$ cat src/rtl/lsu_mem_stage_pkg.sv
// Shared definitions for the load/store memory stage.
//   - RISC-V funct3 width/sign encodings used by loads and stores
//   - LSU state encoding (kept as plain 2-bit constants)
//   - default access timeout
package lsu_mem_stage_pkg;

    localparam logic [2:0] F3_B  = 3'b000;
    localparam logic [2:0] F3_H  = 3'b001;
    localparam logic [2:0] F3_W  = 3'b010;
    localparam logic [2:0] F3_BU = 3'b100;
    localparam logic [2:0] F3_HU = 3'b101;

    localparam logic [1:0] IDLE = 2'd0;
    localparam logic [1:0] REQ  = 2'd1;
    localparam logic [1:0] WAIT = 2'd2;
    localparam logic [1:0] ERR  = 2'd3;

    localparam int LSU_TIMEOUT_DEFAULT = 64;

endpackage

$ cat src/rtl/lsu_load_align.sv
// Load data alignment and extension (combinational).
//   mem_rdata : raw 32-bit word from memory
//   funct3    : load width/sign encoding
//   addr_lo   : low two address bits of the access
//   rdata_ext : selected byte/half/word, sign- or zero-extended
// Also used by the writeback mux, so it has no state of its own.
module lsu_load_align
    import lsu_mem_stage_pkg::*;
(
    input  logic [31:0] mem_rdata,
    input  logic [2:0]  funct3,
    input  logic [1:0]  addr_lo,
    output logic [31:0] rdata_ext
);

    logic [7:0]  w_byte;
    logic [15:0] w_half;

    always_comb begin
        w_byte = mem_rdata[7:0];
        case (addr_lo)
            2'd0: w_byte = mem_rdata[7:0];
            2'd1: w_byte = mem_rdata[15:8];
            2'd2: w_byte = mem_rdata[23:16];
            default: w_byte = mem_rdata[31:24];
        endcase
        w_half = addr_lo[1] ? mem_rdata[31:16] : mem_rdata[15:0];
    end

    always_comb begin
        rdata_ext = mem_rdata;
        case (funct3)
            F3_B:  rdata_ext = {{24{w_byte[7]}}, w_byte};
            F3_BU: rdata_ext = {24'h0, w_byte};
            F3_H:  rdata_ext = {{16{w_half[15]}}, w_half};
            F3_HU: rdata_ext = {16'h0, w_half};
            default: rdata_ext = mem_rdata;
        endcase
    end

endmodule

$ cat src/rtl/lsu_mem_stage.sv
// Load/store stage behind the ALU.
//   req_valid/req_ready, is_store, funct3, addr, wdata : core request
//   stall                                              : freeze PC while busy
//   done, rdata, err_misalign, err_timeout             : completion report
//   mem_req/we/addr/wdata/wstrb, mem_gnt               : memory request channel
//   mem_rvalid, mem_rdata                              : memory load response
// Misaligned/unsupported accesses never reach memory; they report through ERR.
module lsu_mem_stage
    import lsu_mem_stage_pkg::*;
#(
    parameter int TIMEOUT_CYCLES = LSU_TIMEOUT_DEFAULT,
    parameter int CNT_W          = 7
)(
    input  logic        clk,
    input  logic        rst_n,
    input  logic        req_valid,
    output logic        req_ready,
    input  logic        is_store,
    input  logic [2:0]  funct3,
    input  logic [31:0] addr,
    input  logic [31:0] wdata,
    output logic        stall,
    output logic        done,
    output logic [31:0] rdata,
    output logic        err_misalign,
    output logic        err_timeout,
    output logic        mem_req,
    output logic        mem_we,
    output logic [31:0] mem_addr,
    output logic [31:0] mem_wdata,
    output logic [3:0]  mem_wstrb,
    input  logic        mem_gnt,
    input  logic        mem_rvalid,
    input  logic [31:0] mem_rdata
);

    logic [1:0]       r_state;
    logic             r_is_store;
    logic [2:0]       r_funct3;
    logic [1:0]       r_addr_lo;
    logic [CNT_W-1:0] r_cnt;

    logic        w_accept;
    logic        w_misalign;
    logic        w_tmo;
    logic [31:0] w_wdata;
    logic [3:0]  w_wstrb;
    logic [31:0] w_rdata_ext;

    assign req_ready = (r_state == IDLE);
    assign stall     = req_valid || (r_state != IDLE);
    assign w_accept  = req_valid && req_ready;
    // Counter holds cycles already spent in the state; the last allowed one aborts.
    assign w_tmo     = (r_cnt == CNT_W'(TIMEOUT_CYCLES - 1));

    // Unsupported encodings are reported as misaligned too.
    always_comb begin
        w_misalign = 1'b0;
        case (funct3)
            F3_B, F3_BU: w_misalign = 1'b0;
            F3_H, F3_HU: w_misalign = addr[0];
            F3_W:        w_misalign = (addr[1:0] != 2'b00);
            default:     w_misalign = 1'b1;
        endcase
        if (is_store && funct3[2])
            w_misalign = 1'b1;
    end

    // Store data is replicated across lanes so the strobe alone picks the bytes.
    always_comb begin
        w_wdata = 32'h0;
        w_wstrb = 4'b1111;
        if (is_store) begin
            case (funct3[1:0])
                2'b00: begin
                    w_wdata = {4{wdata[7:0]}};
                    w_wstrb = 4'b0001 << addr[1:0];
                end
                2'b01: begin
                    w_wdata = {2{wdata[15:0]}};
                    w_wstrb = 4'b0011 << addr[1:0];
                end
                default: w_wdata = wdata;
            endcase
        end
    end

    lsu_load_align u_align (
        .mem_rdata (mem_rdata),
        .funct3    (r_funct3),
        .addr_lo   (r_addr_lo),
        .rdata_ext (w_rdata_ext)
    );

    always_ff @(posedge clk or negedge rst_n) begin
        if (!rst_n) begin
            r_state      <= IDLE;
            r_is_store   <= 1'b0;
            r_funct3     <= 3'b0;
            r_addr_lo    <= 2'b0;
            r_cnt        <= '0;
            done         <= 1'b0;
            rdata        <= 32'h0;
            err_misalign <= 1'b0;
            err_timeout  <= 1'b0;
            mem_req      <= 1'b0;
            mem_we       <= 1'b0;
            mem_addr     <= 32'h0;
            mem_wdata    <= 32'h0;
            mem_wstrb    <= 4'b0;
        end else begin
            done         <= 1'b0;
            err_misalign <= 1'b0;
            err_timeout  <= 1'b0;
            case (r_state)
                IDLE: begin
                    if (w_accept) begin
                        r_is_store <= is_store;
                        r_funct3   <= funct3;
                        r_addr_lo  <= addr[1:0];
                        r_cnt      <= '0;
                        mem_addr   <= {addr[31:2], 2'b00};
                        mem_wdata  <= w_wdata;
                        mem_wstrb  <= w_wstrb;
                        mem_we     <= is_store && !w_misalign;
                        if (w_misalign) begin
                            r_state <= ERR;
                        end else begin
                            r_state <= REQ;
                            mem_req <= 1'b1;
                        end
                    end
                end
                REQ: begin
                    // A grant on the timeout cycle still completes normally.
                    if (mem_gnt) begin
                        mem_req <= 1'b0;
                        if (r_is_store || mem_rvalid) begin
                            r_state <= IDLE;
                            done    <= 1'b1;
                            if (!r_is_store)
                                rdata <= w_rdata_ext;
                        end else begin
                            r_state <= WAIT;
                            r_cnt   <= '0;
                        end
                    end else if (w_tmo) begin
                        r_state     <= IDLE;
                        mem_req     <= 1'b0;
                        done        <= 1'b1;
                        err_timeout <= 1'b1;
                    end else begin
                        r_cnt <= r_cnt + CNT_W'(1);
                    end
                end
                WAIT: begin
                    if (mem_rvalid) begin
                        r_state <= IDLE;
                        done    <= 1'b1;
                        rdata   <= w_rdata_ext;
                    end else if (w_tmo) begin
                        r_state     <= IDLE;
                        done        <= 1'b1;
                        err_timeout <= 1'b1;
                    end else begin
                        r_cnt <= r_cnt + CNT_W'(1);
                    end
                end
                default: begin
                    r_state      <= IDLE;
                    done         <= 1'b1;
                    err_misalign <= 1'b1;
                end
            endcase
        end
    end

endmodule

$ cat config.mk
export PLATFORM = sky130hd
export DESIGN_NAME = lsu_mem_stage
export DESIGN_NICKNAME = d
export VERILOG_FILES = /design/src/rtl/lsu_mem_stage_pkg.sv /design/src/rtl/lsu_load_align.sv /design/src/rtl/lsu_mem_stage.sv
export SDC_FILE = /design/constraint.sdc
export NUM_CORES = 1
export LEC_CHECK = 0
export BUFFER_PORTS_ARGS = -buffer_cell sky130_fd_sc_hd__clkbuf_2
export CORE_UTILIZATION = 54
export DETAILED_ROUTE_END_ITERATION = 8
export HOLD_SLACK_MARGIN = 0.02
export PLACE_DENSITY_LB_ADDON = 0.08
export RECOVER_POWER = 50
export SETUP_SLACK_MARGIN = 0.3
export SLEW_MARGIN = 30
export SYNTH_ARGS = -nofsm -noshare
export SYNTH_HDL_FRONTEND = slang
export SYNTH_HIERARCHICAL = 1
export SYNTH_SLANG_ARGS = --single-unit
$ cat constraint.sdc
create_clock -name clk -period 5.49 [get_ports clk]
set_clock_uncertainty 0.05 [all_clocks]
set_input_delay 1.3725 -clock clk [delete_from_list [all_inputs] [get_ports clk]]
set_output_delay 1.3725 -clock clk [all_outputs]
set_load 0.05 [all_outputs]
# [After elaboration in Yosys (flattened, before gate mapping)]
# Cells that the tools add are included.
[op_classes] n_addsub=1 n_eq_ne=22 n_shift=2 n_mux=41 n_reduce_logical=23
[ops] op="$mux W32" count=5
[ops] op="$pmux W32 S2" count=2
[ops] op="$pmux W32 S4" count=1
[ops] op="$mux W7" count=5
[ops] op="$pmux W8 S3" count=1
[ops] op="$pmux W7 S3" count=1
[ops] op="$mux W16" count=1
[ops] op="$eq A3 B3 Y1 const B" count=4
[ops] op="$mux W1" count=12
[ops] op="$mux W2" count=6
[ops] op="$ne A2 B2 Y1 const B" count=6
[ops] op="$pmux W4 S2" count=1
[ops] op="$reduce_and A4 Y1" count=2
[ops] op="$reduce_bool A2 Y1" count=4
[ops] op="$add A7 B1 Y7 const B" count=1
[ops] op="$eq A7 B6 Y1 const B" count=1
[ops] op="$eq A2 B1 Y1 const B" count=3
[ops] op="$eq A3 B1 Y1 const B" count=2
[ops] op="$logic_not A2 Y1" count=3
[ops] op="$logic_not A3 Y1" count=2
[ops] op="$ne A3 B3 Y1 const B" count=2
[ops] op="$pmux W1 S3" count=2
[ops] op="$pmux W2 S3" count=1
[ops] op="$reduce_and A5 Y1" count=1
[ops] op="other kinds (14)" count=20
[totals] ff_bits=118 word_cells=103

# [Logic depth before layout (Yosys ltp)]
[depth] ltp_word=7 mapped_depth=7

# [Cells and area by module]
# Netlist, hierarchy kept.
[modules_own_cells] module="lsu_mem_stage" instances=1 cells_per_inst=414 area_per_inst_um2=5022.3 seq_area_each_um2=2952.8
[modules_own_cells] module="lsu_load_align" instances=1 cells_per_inst=133 area_per_inst_um2=969.7 seq_area_each_um2=0.0

# [Least setup slack after synthesis]
# Ideal clock, no wire load.
[synth_path] kind="input port to output port" start="input req_valid" end="output stall" arrival_ns=1.696 path_slack_ns=2.371 stages=1 n_path_buf=0 path_cell_list="nand2b_2"
[synth_between] elab_chain_len=1
[synth_lines] element="from (decl)" line="lsu_mem_stage.sv:16" text="input logic req_valid,"
[synth_lines] element="$logic_or A1 B1 Y1" line="lsu_mem_stage.sv:51" text="assign stall = req_valid || (r_state != IDLE);"
[synth_lines] element="to (decl)" line="lsu_mem_stage.sv:22" text="output logic stall,"
# No other way between the ends.

# [Final worst setup path]
[layout_path] start="input req_valid" end="register mem_addr[24]"
[layout_between] elab_chain_len=2
[layout_lines] element="$logic_and A1 B1 Y1" line="lsu_mem_stage.sv:52" text="assign w_accept = req_valid && req_ready;"
[layout_lines] element="$reduce_and A2 Y1 (no line)"
[layout_lines] element="to (signal assigned)" line="lsu_mem_stage.sv:122" text="mem_addr <= {addr[31:2], 2'b00};"
[layout_lines] element="to (decl)" line="lsu_mem_stage.sv:29" text="output logic [31:0] mem_addr,"
# No other way between the ends.
# A chain may end at the register's enable or synchronous reset.

==> results.sh <==
export IMPL_outcome="finished, violations left"
export IMPL_failed_checks="max-capacitance violations, max-slew violations"
export IMPL_comb_power_share=0.540
export IMPL_ff2ff_path_depth=4
export IMPL_layout_core_utilization=0.696
export IMPL_setup_repair_after_global_routing_missed_its_margin="no"
export IMPL_place_congestion=0.851
export IMPL_hold_viol=0
export IMPL_critPathMaxFanout=88
export IMPL_synth_seq_area_share=0.493
export IMPL_grt_util_all_layers=0.277
export IMPL_holdPathStages=2
export IMPL_fmax_ghz=0.264
export IMPL_antenna_found_initial=0
export IMPL_clock_latency_of_the_later_clocked_register_in_the_worst_skew_pair_ps=520
export IMPL_hold_bufs_inserted_after_cts=0
export IMPL_synth_async_reset_ratio=1.00
export IMPL_floorplan_die_height_um=107
export IMPL_final_net_count=850
export IMPL_ctsRootBufferMaster="sky130_fd_sc_hd__clkbuf_8"
export IMPL_routed_via_count_divided_by_cell_count=5.63
export IMPL_ctsResizeCount=0
export IMPL_postRouteAntennaNets=0
export IMPL_hold_path_startpoint="mem_wdata[19]$_DFFE_PN0P_"
export IMPL_power_frac_seq=0.275
export IMPL_vdd_ir_drop_max_mv=0.457
export IMPL_synth_enable_flop_cells=0
export IMPL_worst_hold_endpoint="mem_wdata[19]$_DFFE_PN0P_"
export IMPL_postSynthCellCount=547
export IMPL_drive_gt1_frac=0.424
export IMPL_netlist_area_leader_share=0.493
export IMPL_finalPower_uw=5710
export IMPL_final_period_minus_worst_setup_slack_ps=3790
export IMPL_nFillCells=869
export IMPL_power_density_nw_per_um2=756
export IMPL_worstMarginPinSlew_ps=2930
export IMPL_power_report_internal_total_uw=2830
export IMPL_crit_reg2reg_capture="mem_addr[24]$_DFFE_PN0P_"
export IMPL_final_design_area_no_fill_um2=7550
export IMPL_totalWireLength_mm=15.2
export IMPL_pin_count=212
export IMPL_global_route_wire_length_before_repair_mm=24.6
export IMPL_grt_use_met2=0.446
export IMPL_first_iter_violations=272
export IMPL_slew_headroom=-0.956
export IMPL_max_cap_viol=2
export IMPL_detail_route_drc_violations=0
export IMPL_worst_r2r_startpoint="r_state[0]$_DFFE_PN0N_"
export IMPL_switching_share=0.505
export IMPL_criticalPathCategory="primary input to flop"
export IMPL_rrSetupSlack_ps=1840
export IMPL_drt_pre_antenna_iters=5
export IMPL_clkSlewWorstSetupHoldPaths_ps=50
export IMPL_fin_setup_tns_ps=0
export IMPL_buffers_inserted_by_post_cts_timing_repair=0
export IMPL_synthesis_yosys_warnings=6
export IMPL_final_setup_viol_count=0
export IMPL_synth_top_cell_by_area="sky130_fd_sc_hd__dfrtp_1"
export IMPL_sink_count=118
export IMPL_netlist_cell_type_count=49
export IMPL_tritoncts_clock_tree="done"
export IMPL_fin_crit_sh=0.691
export IMPL_use_met3=0.0811
export IMPL_synth_cell_area_um2=5990
export IMPL_dp_hpwl_mm=10.5
export IMPL_timing_final_max_slew_violations=129
export IMPL_worstPathRequired_ps=5830
export IMPL_timing_hold_worst_class="flop to flop"
export IMPL_num_vias=5024
export IMPL_die_width_um=107
export IMPL_areaGrowthSynthToFinish_pct=26.0
export IMPL_share_clk_of_total_power=0.185
export IMPL_instance_area_at_placement_um2=7000
export IMPL_synth_seq_cells=118
export IMPL_worst_ep_arrival_time_ps=4130
export IMPL_placement_io_buffers=209
export IMPL_first_global_vias=5013
export IMPL_grt_busiest_layer="met2"
export IMPL_initial_core_util=0.553
export IMPL_leading_post_synthesis_cells_by_cell_area="sky130_fd_sc_hd__dfrtp_1 (49%), sky130_fd_sc_hd__mux2_2 (12%), sky130_fd_sc_hd__mux2i_1 (4.3%), sky130_fd_sc_hd__nand2_1 (3.8%), sky130_fd_sc_hd__o21ai_0 (3.7%)"
export IMPL_num_antenna_cells=0
export IMPL_grt_remaining_overflow=0
export IMPL_maximum_number_of_pins_on_one_net_before_global_route_repair=89
export IMPL_critPathCaptureType="flop"
export IMPL_clk_path_buf_depth=2
export IMPL_die_area_um2=11500
export IMPL_wl_per_cell_um=17.0
export IMPL_core_um2=10800
export IMPL_area_taken_by_multi_input_logic_gates_um2=2730
export IMPL_met1_usage=0.351
export IMPL_power_switching_uw=2880
export IMPL_final_seq_area_um2=2950
export IMPL_cts_htree_levels=4
export IMPL_syn_area_per_cell_um2=11.0
export IMPL_synth_ff_type="sky130_fd_sc_hd__dfrtp_1"
export IMPL_p_leak_uw=0.00372
export IMPL_placement_rows=38
export IMPL_numCtsBuffers=17
export IMPL_timing_critical_path_from_type="primary input"
[layer usage]
metal / wire length, µm / vias up / part of all wire
met5: 0 / - / 0
met4: 241 / 0 / 0.016
met3: 1270 / 21 / 0.084
met2: 7350 / 240 / 0.48
met1: 6310 / 2430 / 0.42
li1: - / 2333 / -
[worst max-delay path by stage]
| stage | depth (start not counted) | endpoint | slack, ps | from |
|---|---|---|---|---|
| 2_1_floorplan | 1 | stall | 2370 | req_valid |
| 3_3_place_gp | 3 | stall | 2080 | req_valid |
| 4_1_cts | 3 | stall | 2080 | req_valid |
| 6_report | 3 | mem_addr[24]$_DFFE_PN0P_ | 1700 | req_valid |
| 3_5_place_dp | 3 | stall | 2080 | req_valid |
| 5_1_grt | 2 | r_addr_lo[1]$_DFFE_PN0P_ | 1320 | rst_n |
[cells in the mapped netlist, drive strengths merged (2+ instances only)]
| cell | number |
|---|---|
| o2bb2ai | 2 |
| or3 | 3 |
| inv | 18 |
| o31ai | 4 |
| a32o | 2 |
| or2 | 2 |
| a221oi | 3 |
| ha | 5 |
| a311oi | 7 |
| buf | 28 |
| clkbuf | 10 |
| nor2 | 45 |
| nor2b | 12 |
| o221ai | 7 |
| nand2 | 61 |
| mux2i | 26 |
| nand2b | 3 |
| o22ai | 16 |
| o21ai | 44 |
| mux4 | 7 |
| a22oi | 2 |
| mux2 | 69 |
| a21oi | 34 |
| nand3 | 4 |
| o31a | 2 |
| dfrtp | 118 |
| o21a | 2 |
[state kept, by name, indices dropped and copies added (netlist names)]
name	count
done	1
err_misalign	1
err_timeout	1
mem_addr	30
mem_req	1
mem_wdata	32
mem_we	1
mem_wstrb	4
r_addr_lo	2
r_cnt	7
r_funct3	3
r_is_store	1
r_state	2
rdata	32
[cell families (layout without fill, tap and decap cells)]
kind of cell,after synthesis,count (layout),synth area share
compound gates,129,129,0.139
fa+ha+maj,5,5,0.0104
buf+inv,57,262,0.0528
flops,118,118,0.493
mux,102,102,0.205
other cells,1,2,0.000626
simple gates,135,135,0.0990
[layout make-up]
type                    instances  area share
multi-input cells             373       0.361
flip-flops and latches        118       0.391
clock buffers                  24      0.0623
clock inverters                 8      0.0129
well taps                     140      0.0232
inverters                      19     0.00945
repair buffers                211       0.140
[per-stage QoR]
| step | setup slack (ps) | std cells | hold WS [ps] |
|---|---|---|---|
| 6_report | 1700 | 893 | 430 |
| 2_1_floorplan | 2370 | 548 | 421 |
| 3_3_place_gp | 2080 | 861 | 415 |
| 4_1_cts | 2080 | 893 | 434 |
| 5_1_grt | 1320 | 893 | 456 |
| 3_5_place_dp | 2080 | 861 | 420 |
[power by group through the flow]
stage | Combinational (µW) | Clock, µW | Sequential (µW)
3_3_place_gp | 3010 | 0 | 1550
6_report | 3080 | 1060 | 1570
4_1_cts | 3070 | 1070 | 1570
2_1_floorplan | 1160 | 0 | 2820
5_1_grt | 3260 | 1120 | 1620
3_5_place_dp | 3060 | 0 | 1570
[layout by cell type, fill, tap and decap left out, types with 17 or more instances in the layout]
master and count:
sky130_fd_sc_hd__nor2_1 44, sky130_fd_sc_hd__nand2_1 60, sky130_fd_sc_hd__mux2_2 66, sky130_fd_sc_hd__o21ai_0 44, sky130_fd_sc_hd__mux2i_1 26, sky130_fd_sc_hd__clkbuf_2 207
sky130_fd_sc_hd__a21oi_1 34, sky130_fd_sc_hd__dfrtp_1 117, sky130_fd_sc_hd__inv_1 17
[critical path: stages]
cell and delay (ps):
sky130_fd_sc_hd__clkbuf_1 150, sky130_fd_sc_hd__nand2_1 1650, sky130_fd_sc_hd__mux2_2 920
Power figures use the tool's default switching activity.
